`config.mk`:
```
export PLATFORM = sky130hd
export DESIGN_NAME = fetch_unit_flat
export DESIGN_NICKNAME = d
export VERILOG_FILES = /design/src/rtl/fetch_if.sv /design/src/rtl/fetch_unit.sv /design/src/flat_wrapper.sv
export SDC_FILE = /design/constraint.sdc
export NUM_CORES = 1
export LEC_CHECK = 0
export ABC_AREA = 1
export CAP_MARGIN = 10
export CORE_AREA = 2 2 129 131
export DETAILED_ROUTE_END_ITERATION = 6
export DIE_AREA = 0 0 131 133
export HOLD_SLACK_MARGIN = 0.15
export PLACE_DENSITY = 0.84
export SLEW_MARGIN = 10
export SYNTH_ARGS = -nofsm -noshare
export SYNTH_HDL_FRONTEND = slang
export SYNTH_SLANG_ARGS = --single-unit
```
`constraint.sdc`:
```
create_clock -name clk -period 7 [get_ports clk]
set_input_delay 1.05 -clock clk [delete_from_list [all_inputs] [get_ports clk]]
set_output_delay 1.05 -clock clk [all_outputs]
set_load 0.1 [all_outputs]
```
`src/rtl/fetch_if.sv`:
```
// Fetch-stage bundle: byte-wide instruction memory port, decode handshake and redirect.
interface fetch_if #(
  parameter int PC_WIDTH = 32
) ();
  logic                imem_rd_en;
  logic [PC_WIDTH-1:0] imem_addr;
  logic [7:0]          imem_rdata;
  logic                out_valid;
  logic                out_ready;
  logic [PC_WIDTH-1:0] pc;
  logic [31:0]         fetch_instruction;
  logic                fetch_complete;
  logic                redirect_valid;
  logic [PC_WIDTH-1:0] redirect_pc;

  modport master (
    output imem_rd_en, imem_addr, out_valid, pc, fetch_instruction, fetch_complete,
    input  imem_rdata, out_ready, redirect_valid, redirect_pc
  );

  modport slave (
    input  imem_rd_en, imem_addr, out_valid, pc, fetch_instruction, fetch_complete,
    output imem_rdata, out_ready, redirect_valid, redirect_pc
  );
endinterface

```
`src/rtl/fetch_unit.sv`:
```
// Byte-serial instruction fetch: assembles little-endian words into a 2-entry FIFO for decode.
// state   | meaning
// FETCH   | issue byte reads fptr+0..3, latch returning bytes
// CAPTURE | byte 3 arrives; push word or stop on zero word / memory bound
// STALL   | FIFO full, wait for a slot
// DONE    | fetch finished, FIFO keeps draining
module fetch_unit #(
  parameter int                  PC_WIDTH  = 32,
  parameter int                  MEM_BYTES = 1024,
  parameter logic [PC_WIDTH-1:0] RESET_PC  = '0
) (
  input logic      clk,
  input logic      reset,
  fetch_if.master  bus
);

  typedef enum logic [1:0] {FETCH, CAPTURE, STALL, DONE} state_t;

  localparam logic [PC_WIDTH:0] MEM_LIMIT = (PC_WIDTH+1)'(MEM_BYTES);

  state_t              state, state_next;
  logic [PC_WIDTH-1:0] fptr;
  logic [1:0]          byte_idx;
  logic [23:0]         held;
  logic [PC_WIDTH-1:0] fifo_pc [2];
  logic [31:0]         fifo_word [2];
  logic                rd_ptr, wr_ptr;
  logic [1:0]          count;

  logic [31:0]         word;
  logic                push, pop;
  logic [1:0]          count_after;
  logic [PC_WIDTH:0]   fptr_plus4;
  logic [PC_WIDTH-1:0] redirect_aligned;
  logic                redirect_oob;

  assign word             = {bus.imem_rdata, held};
  assign push             = (state == CAPTURE) && (word != 32'h0);
  assign pop              = (count != 2'd0) && bus.out_ready;
  assign count_after      = count + {1'b0, push} - {1'b0, pop};
  // Extra bit keeps the bound check honest when fptr is near the top of the address space.
  assign fptr_plus4       = {1'b0, fptr} + (PC_WIDTH+1)'(4);
  assign redirect_aligned = bus.redirect_pc & ~PC_WIDTH'(3);
  assign redirect_oob     = {1'b0, redirect_aligned} >= MEM_LIMIT;

  always_ff @(posedge clk) begin
    if (reset) state <= FETCH;
    else       state <= state_next;
  end

  always_comb begin
    state_next = state;
    if (bus.redirect_valid) begin
      state_next = redirect_oob ? DONE : FETCH;
    end else begin
      case (state)
        FETCH:   if (byte_idx == 2'd3) state_next = CAPTURE;
        CAPTURE: begin
          if (word == 32'h0 || fptr_plus4 >= MEM_LIMIT) state_next = DONE;
          else if (count_after < 2'd2)                  state_next = FETCH;
          else                                          state_next = STALL;
        end
        STALL:   if (count < 2'd2) state_next = FETCH;
        default: state_next = state;
      endcase
    end
  end

  always_ff @(posedge clk) begin
    if (reset) begin
      fptr         <= RESET_PC;
      byte_idx     <= 2'd0;
      held         <= '0;
      rd_ptr       <= 1'b0;
      wr_ptr       <= 1'b0;
      count        <= 2'd0;
      fifo_pc[0]   <= '0;
      fifo_pc[1]   <= '0;
      fifo_word[0] <= '0;
      fifo_word[1] <= '0;
    end else if (bus.redirect_valid) begin
      fptr     <= redirect_aligned;
      byte_idx <= 2'd0;
      rd_ptr   <= 1'b0;
      wr_ptr   <= 1'b0;
      count    <= 2'd0;
    end else begin
      if (state == FETCH) begin
        byte_idx <= byte_idx + 2'd1;
        // Data for the previous byte request lands now.
        case (byte_idx)
          2'd1:    held[7:0]   <= bus.imem_rdata;
          2'd2:    held[15:8]  <= bus.imem_rdata;
          2'd3:    held[23:16] <= bus.imem_rdata;
          default: ;
        endcase
      end
      if (push) begin
        fifo_pc[wr_ptr]   <= fptr;
        fifo_word[wr_ptr] <= word;
        wr_ptr            <= ~wr_ptr;
        fptr              <= fptr + PC_WIDTH'(4);
      end
      if (pop) rd_ptr <= ~rd_ptr;
      count <= count_after;
    end
  end

  always_comb begin
    bus.imem_rd_en        = !reset && (state == FETCH);
    bus.imem_addr         = bus.imem_rd_en ? fptr + PC_WIDTH'(byte_idx) : '0;
    bus.out_valid         = count != 2'd0;
    bus.pc                = bus.out_valid ? fifo_pc[rd_ptr] : '0;
    bus.fetch_instruction = bus.out_valid ? fifo_word[rd_ptr] : 32'h0;
    bus.fetch_complete    = state == DONE;
  end

endmodule

```
`src/flat_wrapper.sv`:
```
// flat-port wrapper written by rule: the top's interface ports become plain ports
module fetch_unit_flat 
#(
  parameter int                  PC_WIDTH  = 32,
  parameter int                  MEM_BYTES = 1024,
  parameter logic [PC_WIDTH-1:0] RESET_PC  = '0
)
  (clk, reset, bus_imem_rd_en, bus_imem_addr, bus_out_valid, bus_pc, bus_fetch_instruction, bus_fetch_complete, bus_imem_rdata, bus_out_ready, bus_redirect_valid, bus_redirect_pc);
  fetch_if #(.PC_WIDTH(PC_WIDTH)) bus_i ();
  input logic clk;
  input logic reset;
  output wire logic [$bits(bus_i.imem_rd_en)-1:0] bus_imem_rd_en;
  output wire logic [$bits(bus_i.imem_addr)-1:0] bus_imem_addr;
  output wire logic [$bits(bus_i.out_valid)-1:0] bus_out_valid;
  output wire logic [$bits(bus_i.pc)-1:0] bus_pc;
  output wire logic [$bits(bus_i.fetch_instruction)-1:0] bus_fetch_instruction;
  output wire logic [$bits(bus_i.fetch_complete)-1:0] bus_fetch_complete;
  input wire logic [$bits(bus_i.imem_rdata)-1:0] bus_imem_rdata;
  input wire logic [$bits(bus_i.out_ready)-1:0] bus_out_ready;
  input wire logic [$bits(bus_i.redirect_valid)-1:0] bus_redirect_valid;
  input wire logic [$bits(bus_i.redirect_pc)-1:0] bus_redirect_pc;
  assign bus_imem_rd_en = bus_i.imem_rd_en;
  assign bus_imem_addr = bus_i.imem_addr;
  assign bus_out_valid = bus_i.out_valid;
  assign bus_pc = bus_i.pc;
  assign bus_fetch_instruction = bus_i.fetch_instruction;
  assign bus_fetch_complete = bus_i.fetch_complete;
  assign bus_i.imem_rdata = bus_imem_rdata;
  assign bus_i.out_ready = bus_out_ready;
  assign bus_i.redirect_valid = bus_redirect_valid;
  assign bus_i.redirect_pc = bus_redirect_pc;
  fetch_unit #(.PC_WIDTH(PC_WIDTH), .MEM_BYTES(MEM_BYTES), .RESET_PC(RESET_PC)) u_core (.clk(clk), .reset(reset), .bus(bus_i));
endmodule
```
==> qor.yml, run 1 <==
route:
  via_count: 8054
  dr.pass1.iters: 5
  drtAntennaViolNets: 0
  via_per_inst: 5.453
  post-route-drc-count: 0
  routedWlPerCell_um: 16.57
  wirelength_um: 24470
  drt_iter0_markers: 829
global_routing:
  grt_pass1_wl_um: 37680
  grt_max_degree: 64
  antenna_found_initial: 0
  grt_overflow: 0
  grt_pass1_vias: 7408
  grt_util_all_layers_pct: 28.23
flow_run:
  maxCapViolCount: 0
placed_design:
  place.port_buffers: 138
  placed_cells: 1445
  place_area_um2: 10570
  dp_hpwl_um: 16490
  gp_congestion: 0.9197
  place_ws_ps: 2028
clocking:
  clock-root-buffer: "clkbuf_16"
  worstSkewPairLatency_ps: 430
  cts.sinks: 187
  cts_resized: 0
  cts_max_path_buffers: 2
  post_cts_buffers: 0
  clk_pin_slew_ps: 70
  htree_num_levels: 4
  cts_buffers: 17
  cts_hold_buf: 0
  cts_tree: "yes"
finish:
  mostFrequentLayoutCell: "nand2_1"
  syn2layout_area_growth_pct: 22.50
  regArea_um2: 4986
  layout_common_cells: "282 x nand2_1, 253 x nor2_1, 124 x edfxtp_1, 105 x clkdlybuf4s50_1, 99 x a21oi_1"
  multi_input_area_um2: 3571
  antenna_cells: 0
  final_layout_size_suffix_gt1_share_pct: 7.796
  layoutNonFillerInstCount: 1477
  nNetsFinal: 1299
  n_fill_cell: 1306
  design_area_um2: 11170
timing:
  drv_slew: 0
  finalSetupViolCount: 0
  rsz0062_at_grt: "no"
  fmax_mhz: 220.7
  worst_slack_ps: 2469
  final-hold-violation-count: 0
  tightest_slew_ps: 1120
  period_needed_ps: 4531
  finalCritPeriodShare_pct: 64.73
  clock_skew_ps: 12.76
  fin_tns_setup_ps: 0
  relSlewSlack_pct: 25.23
floorplan:
  die_w_um: 131
  coreArea_um2: 16170
  initial_core_util_pct: 56.39
  dieArea_um2: 17420
  rows: 47
  die_h_um: 133
  ioPinCount: 143
logic_synthesis:
  postSynthAreaPerCell_um2: 8.048
  syn_inst: 1133
  ys_seq_area_share_pct: 54.67
  synth_seq_cells: 187
  ys_types: 32
  synth_area_um2: 9119
  ys_warn_count: 0
setup_path:
  arrival_ps: 3480
  critical_path_class: "input pin to primary output"
  startpoint_type: "input pin"
  crit_slowest_cell: "inv_1"
  crit_required_ps: 5950
  worstPathMaxFanout: 32
  crit_path_end_kind: "primary output"
  slowest_delay_ps: 610
  cpMostUsedCell: "buf_4"
  crit_chain: "clkdlybuf4s50_1 -> buf_4 -> inv_1 -> nand2_1 -> buf_16 -> nor2_1 -> buf_4"
worst_hold_path:
  min_path_type: "flop to flop"
pwr:
  power_density_nw_per_um2: 240.5
  peakVddDrop_mv: 0.1862
  total_power_mw: 2.686
  p_leak_nw: 4.125
run_status:
  status: "finished clean"
## cells in the mapped netlist
cell type / instances / area share [%]
nand2_2: 4 / 0.27
buf_4: 2 / 0.16
buf_1: 1 / 0.041
nand2_1: 284 / 12
o21ai_0: 35 / 1.9
nor2_1: 255 / 10
a211oi_1: 1 / 0.082
nand4_1: 4 / 0.27
nor2_4: 1 / 0.12
xor2_1: 7 / 0.67
xnor2_1: 2 / 0.19
a22oi_1: 4 / 0.33
ha_1: 10 / 1.4
buf_2: 13 / 0.71
conb_1: 1 / 0.041
nor3_2: 1 / 0.11
inv_1: 87 / 3.6
clkbuf_1: 42 / 1.7
a221oi_1: 10 / 0.96
nor2_2: 6 / 0.41
nand3_1: 47 / 2.6
inv_2: 4 / 0.16
edfxtp_1: 124 / 41
nand3_2: 2 / 0.22
or2_2: 1 / 0.069
a21oi_1: 99 / 5.4
a32oi_1: 4 / 0.38
o221ai_1: 1 / 0.096
nor4_1: 5 / 0.34
a31oi_1: 12 / 0.82
dfxtp_1: 63 / 14
clkinv_1: 1 / 0.041
## cells by family (layout without fill, tap and decap cells)
| group | after synthesis | count (layout) | synth area share (%) |
|---|---|---|---|
| AND/OR/NAND/NOR | 610 | 610 | 26.59 |
| other | 1 | 2 | 0.04112 |
| flip-flops | 187 | 187 | 54.67 |
| AO/OA/AOI/OAI | 166 | 166 | 10.03 |
| adder cells (fa/ha/maj) | 10 | 10 | 1.372 |
| XOR/XNOR | 9 | 9 | 0.8645 |
| buffers and inverters | 150 | 273 | 6.435 |
## area by class of cell
class,instances,share of cell area [%]
clock buffers,19,3.875
clock inverters,12,1.243
inverters,92,3.091
multi-input cells,797,31.97
flip-flops and latches,187,44.63
well taps,220,2.464
repair buffers,150,12.72
## power breakdown
group,internal (mW),leakage (nW),switching (mW)
Sequential,1.23,1.80,0.0279
Combinational,0.116,2.05,0.365
Clock,0.529,0.274,0.422
## critical path: cells and delay by family
family                 cells  cell delay [ps]
buffers and inverters      5             1850
AND/OR/NAND/NOR            2              550
## routing by layer
layer	wire length [µm]	GRT usage (%)	part of all wire [%]	vias to the layer above
met1	10270	39.00	42	3713
met3	1789	4.448	7.3	43
met5	0	0	0	-
li1	-	-	-	3922
met2	11810	45.45	48	376
met4	603	9.574	2.5	0
## path summary, 6_finish.rpt
path | to | cells past startpoint | slack, ps | from
hold reg to reg | flop | 2 | 480 | u_core.rd_ptr
setup reg to reg | u_core.fifo_pc[1][17] | 13 | 4190 | u_core.held[5]
setup / recovery | bus_imem_addr[16] | 7 | 2470 | reset
hold / removal | flop | 2 | 480 | u_core.rd_ptr
## per-stage QoR
stage,util [%],hold WS [ps]
final,69.08,482.7
after global routing,69.08,514.8
after CTS,68.91,482.7
after detailed placement,65.37,472.4
after global placement,65.37,460.0
after floorplan,-,458.4
## state kept, by name, indices dropped and copies added (netlist names), named ones only
signal and count:
u_core.byte_idx 2, u_core.count 2, u_core.fifo_pc 60, u_core.fifo_word 64, u_core.fptr 30, u_core.held 24, u_core.rd_ptr 1, u_core.state 2
u_core.wr_ptr 1
Power figures use the tool's default switching activity.
==> run 2, diff against run 1 <==
--- a/config.mk
+++ b/config.mk
@@ -7,11 +7,11 @@
 export LEC_CHECK = 0
 export ABC_AREA = 1
 export CAP_MARGIN = 10
-export CORE_AREA = 2 2 129 131
+export CORE_AREA = 2 2 140 142
 export DETAILED_ROUTE_END_ITERATION = 6
-export DIE_AREA = 0 0 131 133
+export DIE_AREA = 0 0 142 144
 export HOLD_SLACK_MARGIN = 0.15
-export PLACE_DENSITY = 0.84
+export PLACE_DENSITY = 0.76
 export SLEW_MARGIN = 10
 export SYNTH_ARGS = -nofsm -noshare
 export SYNTH_HDL_FRONTEND = slang
==> constraint.sdc (replaced) <==
create_clock -name clk -period 3.86 [get_ports clk]
set_input_delay 0.579 -clock clk [delete_from_list [all_inputs] [get_ports clk]]
set_output_delay 0.579 -clock clk [all_outputs]
set_load 0.1 [all_outputs]
==> run 2 against run 1 <==
Net effect: sequential cell count stayed put; final area up 2.7%; die area increased by 17%; sequential share of layout area down 1.2 points; sequential power increased by 82%; count of clock-buffer cells in the layout did not move; cell count is 1.6% higher; non-clock buffer count is 4 higher.
==> qor.yml, run 2 (same netlist as run 1, synthesis figures left out) <==
run_status:
  status: "finished clean"  # unchanged
route:
  drtAntennaViolNets: 0  # unchanged
  routed.top_layer: "met4"  # unchanged
  wl_met3_um: 1706  # was 1789 µm
  wl_met2_um: 12590  # was 11810 µm
  m1WireLength_um: 11250  # was 10270 µm
  routedWlPerCell_um: 17.37  # was 16.57 µm
  post-route-drc-count: 0  # unchanged
  wirelength_um: 26060  # was 24470 µm
  dr.pass1.iters: 5  # unchanged
  via_count: 8089  # was 8054
  drt_iter0_markers: 764  # was 829
  via_per_inst: 5.393  # was 5.453
global_routing:
  grt_max_degree: 64  # unchanged
  grt_pass1_wl_um: 40720  # was 37680 µm
  grt_overflow: 0  # unchanged
  grt_pass1_vias: 7714  # was 7408
  antenna_found_initial: 0  # unchanged
  grt_util_all_layers_pct: 25.83  # was 28.23%
floorplan:
  rows: 51  # was 47
  initial_core_util_pct: 47.79  # was 56.39%
  ioPinCount: 143  # unchanged
  dieArea_um2: 20450  # was 17420 µm²
  die_h_um: 144  # was 133 µm
  die_w_um: 142  # was 131 µm
  coreArea_um2: 19080  # was 16170 µm²
placed_design:
  placed_cells: 1468  # was 1445
  dp_hpwl_um: 17630  # was 16490 µm
  gp_congestion: 1.016  # was 0.9197
  place.port_buffers: 138  # unchanged
pwr:
  peakVddDrop_mv: 0.3169  # was 0.1862 mV
  netSwitchingFraction_pct: 30.95  # was 30.36%
  power_density_nw_per_um2: 430.2  # was 240.5 nW/µm²
  clockPowerShare_pct: 35.8  # was 35.4%
  p_leak_nw: 4.365  # was 4.125 nW
  power_frac_seq_pct: 46.0  # was 46.7%
  combPwrFrac_pct: 18.2  # was 17.9%
  p_switching_mw: 1.527  # was 815.4 µW
  total_power_mw: 4.935  # was 2.686 mW
  p_int_mw: 3.408  # was 1.871 mW
finish:
  reg_top3: "u_core.fifo_word: 64 flops, u_core.fifo_pc: 60 flops, u_core.fptr: 30 flops"  # unchanged
  multi_input_area_um2: 3571  # unchanged
  layoutNonFillerInstCount: 1500  # was 1477
  regArea_um2: 4986  # unchanged
  largest_register_ffs: 64  # unchanged
  nNetsFinal: 1303  # was 1299
  final_layout_size_suffix_gt1_share_pct: 13.31  # was 7.796%
  regMostFlops: "u_core.fifo_word"  # unchanged
  fin_util_pct: 60.12  # was 69.08%
  syn2layout_area_growth_pct: 25.80  # was 22.50%
  mostFrequentLayoutCell: "nand2_1"  # unchanged
  antenna_cells: 0  # unchanged
  layout_common_cells: "282 x nand2_1, 253 x nor2_1, 124 x edfxtp_1, 99 x a21oi_1, 87 x inv_1"  # was 282 x nand2_1, 253 x nor2_1, 124 x edfxtp_1, 105 x clkdlybuf4s50_1, 99 x a21oi_1
  n_fill_cell: 1658  # was 1306
setup_path:
  r2r_slack_ps: 1310  # was 4190 ps
  startpoint_type: "flop"  # was input pin
  crit_path_end_kind: "primary output"  # unchanged
  arrival_ps: 2350  # was 3480 ps
  worstPathMaxFanout: 46  # was 32
  crit_required_ps: 3280  # was 5950 ps
  critical_path_class: "flop to primary output"  # was input pin to primary output
clocking:
  post_cts_buffers: 0  # unchanged
  clock-root-buffer: "clkbuf_16"  # unchanged
  clk_pin_slew_ps: 70  # about the same
  cts_buffers: 17  # unchanged
  cts_max_path_buffers: 2  # unchanged
  worstSkewPairLatency_ps: 440  # was 430 ps
  cts_hold_buf: 0  # unchanged
  cts.sinks: 187  # unchanged
  htree_num_levels: 4  # unchanged
  cts_tree: "yes"  # unchanged
  cts_resized: 0  # unchanged
timing:
  rsz0062_at_grt: "no"  # unchanged
  relSlewSlack_pct: 34.15  # was 25.23%
  finalSetupViolCount: 0  # unchanged
  final-hold-violation-count: 0  # unchanged
  fmax_mhz: 341.2
  fin_tns_setup_ps: 0  # unchanged
  tightest_slew_ps: 984.6  # was 1120 ps
  finalCritPeriodShare_pct: 75.93
  clock_skew_ps: 12.91  # was 12.76 ps
  drv_slew: 0  # unchanged
  period_needed_ps: 2931
  timing.hold.ws_ps: 485.3  # was 482.7 ps
flow_run:
  maxCapViolCount: 0  # unchanged
worst_hold_path:
  min_path_type: "flop to flop"  # unchanged
-- run 2: changes by cell type in the layout (fill, tap and decap cells not counted), moves of 2 or more --
| cell | delta |
|---|---|
| clkbuf_1 | -2 |
| clkdlybuf4s50_1 | -62 |
| buf_4 | +35 |
| buf_12 | +32 |
| inv_4 | +2 |
-- run 2: final cells by class --
cell class | count | area share [%]
Clock buffer | 19 | 4.047
Inverter | 92 | 3.010
Timing Repair Buffer | 154 | 14.62
Tap cell | 238 | 2.596
Multi-Input combinational cell | 797 | 31.13
Clock inverter | 13 | 1.134
Sequential cell | 187 | 43.47
-- run 2: final timing paths --
path | cells past startpoint | start | to
setup / recovery | 5 | flop | bus_fetch_instruction[25]
hold / removal | 2 | u_core.rd_ptr | flop
setup reg to reg | 12 | u_core.fptr[2] | u_core.state[1]
hold reg to reg | 2 | u_core.rd_ptr | flop
-- run 2: power groups by stage --
stage                     registers, mW  logic [mW]  clock network [mW]
after floorplan                    2.31       0.623                   0
after global placement             2.31       0.889                   0
after detailed placement           2.32       0.895                   0
after CTS                          2.27       0.899                1.77
after global routing               2.28       0.952                1.85
final                              2.27       0.898                1.76
-- run 2: per-layer routing --
layer  up-vias  global-route usage [%]
met3        38                   4.901
li1       3919                       -
met1      3799                   34.98
met4         0                   7.053
met5         -                       0
met2       333                   42.79
-- run 2: critical path: stages (launching register included) --
cell and delay, ps:
dfxtp_2 320, inv_2 650, buf_4 370, nand2_1 80
a21oi_1 170, buf_4 320
-- run 2: per-stage QoR --
stage | cell area [µm²] | setup slack (ps)
2_1_floorplan | 9123 | 524.1
3_3_place_gp | 10880 | 791.7
3_5_place_dp | 10880 | 760.2
4_1_cts | 11470 | 887.3
5_1_grt | 11470 | 768.7
6_report | 11470 | 929.0
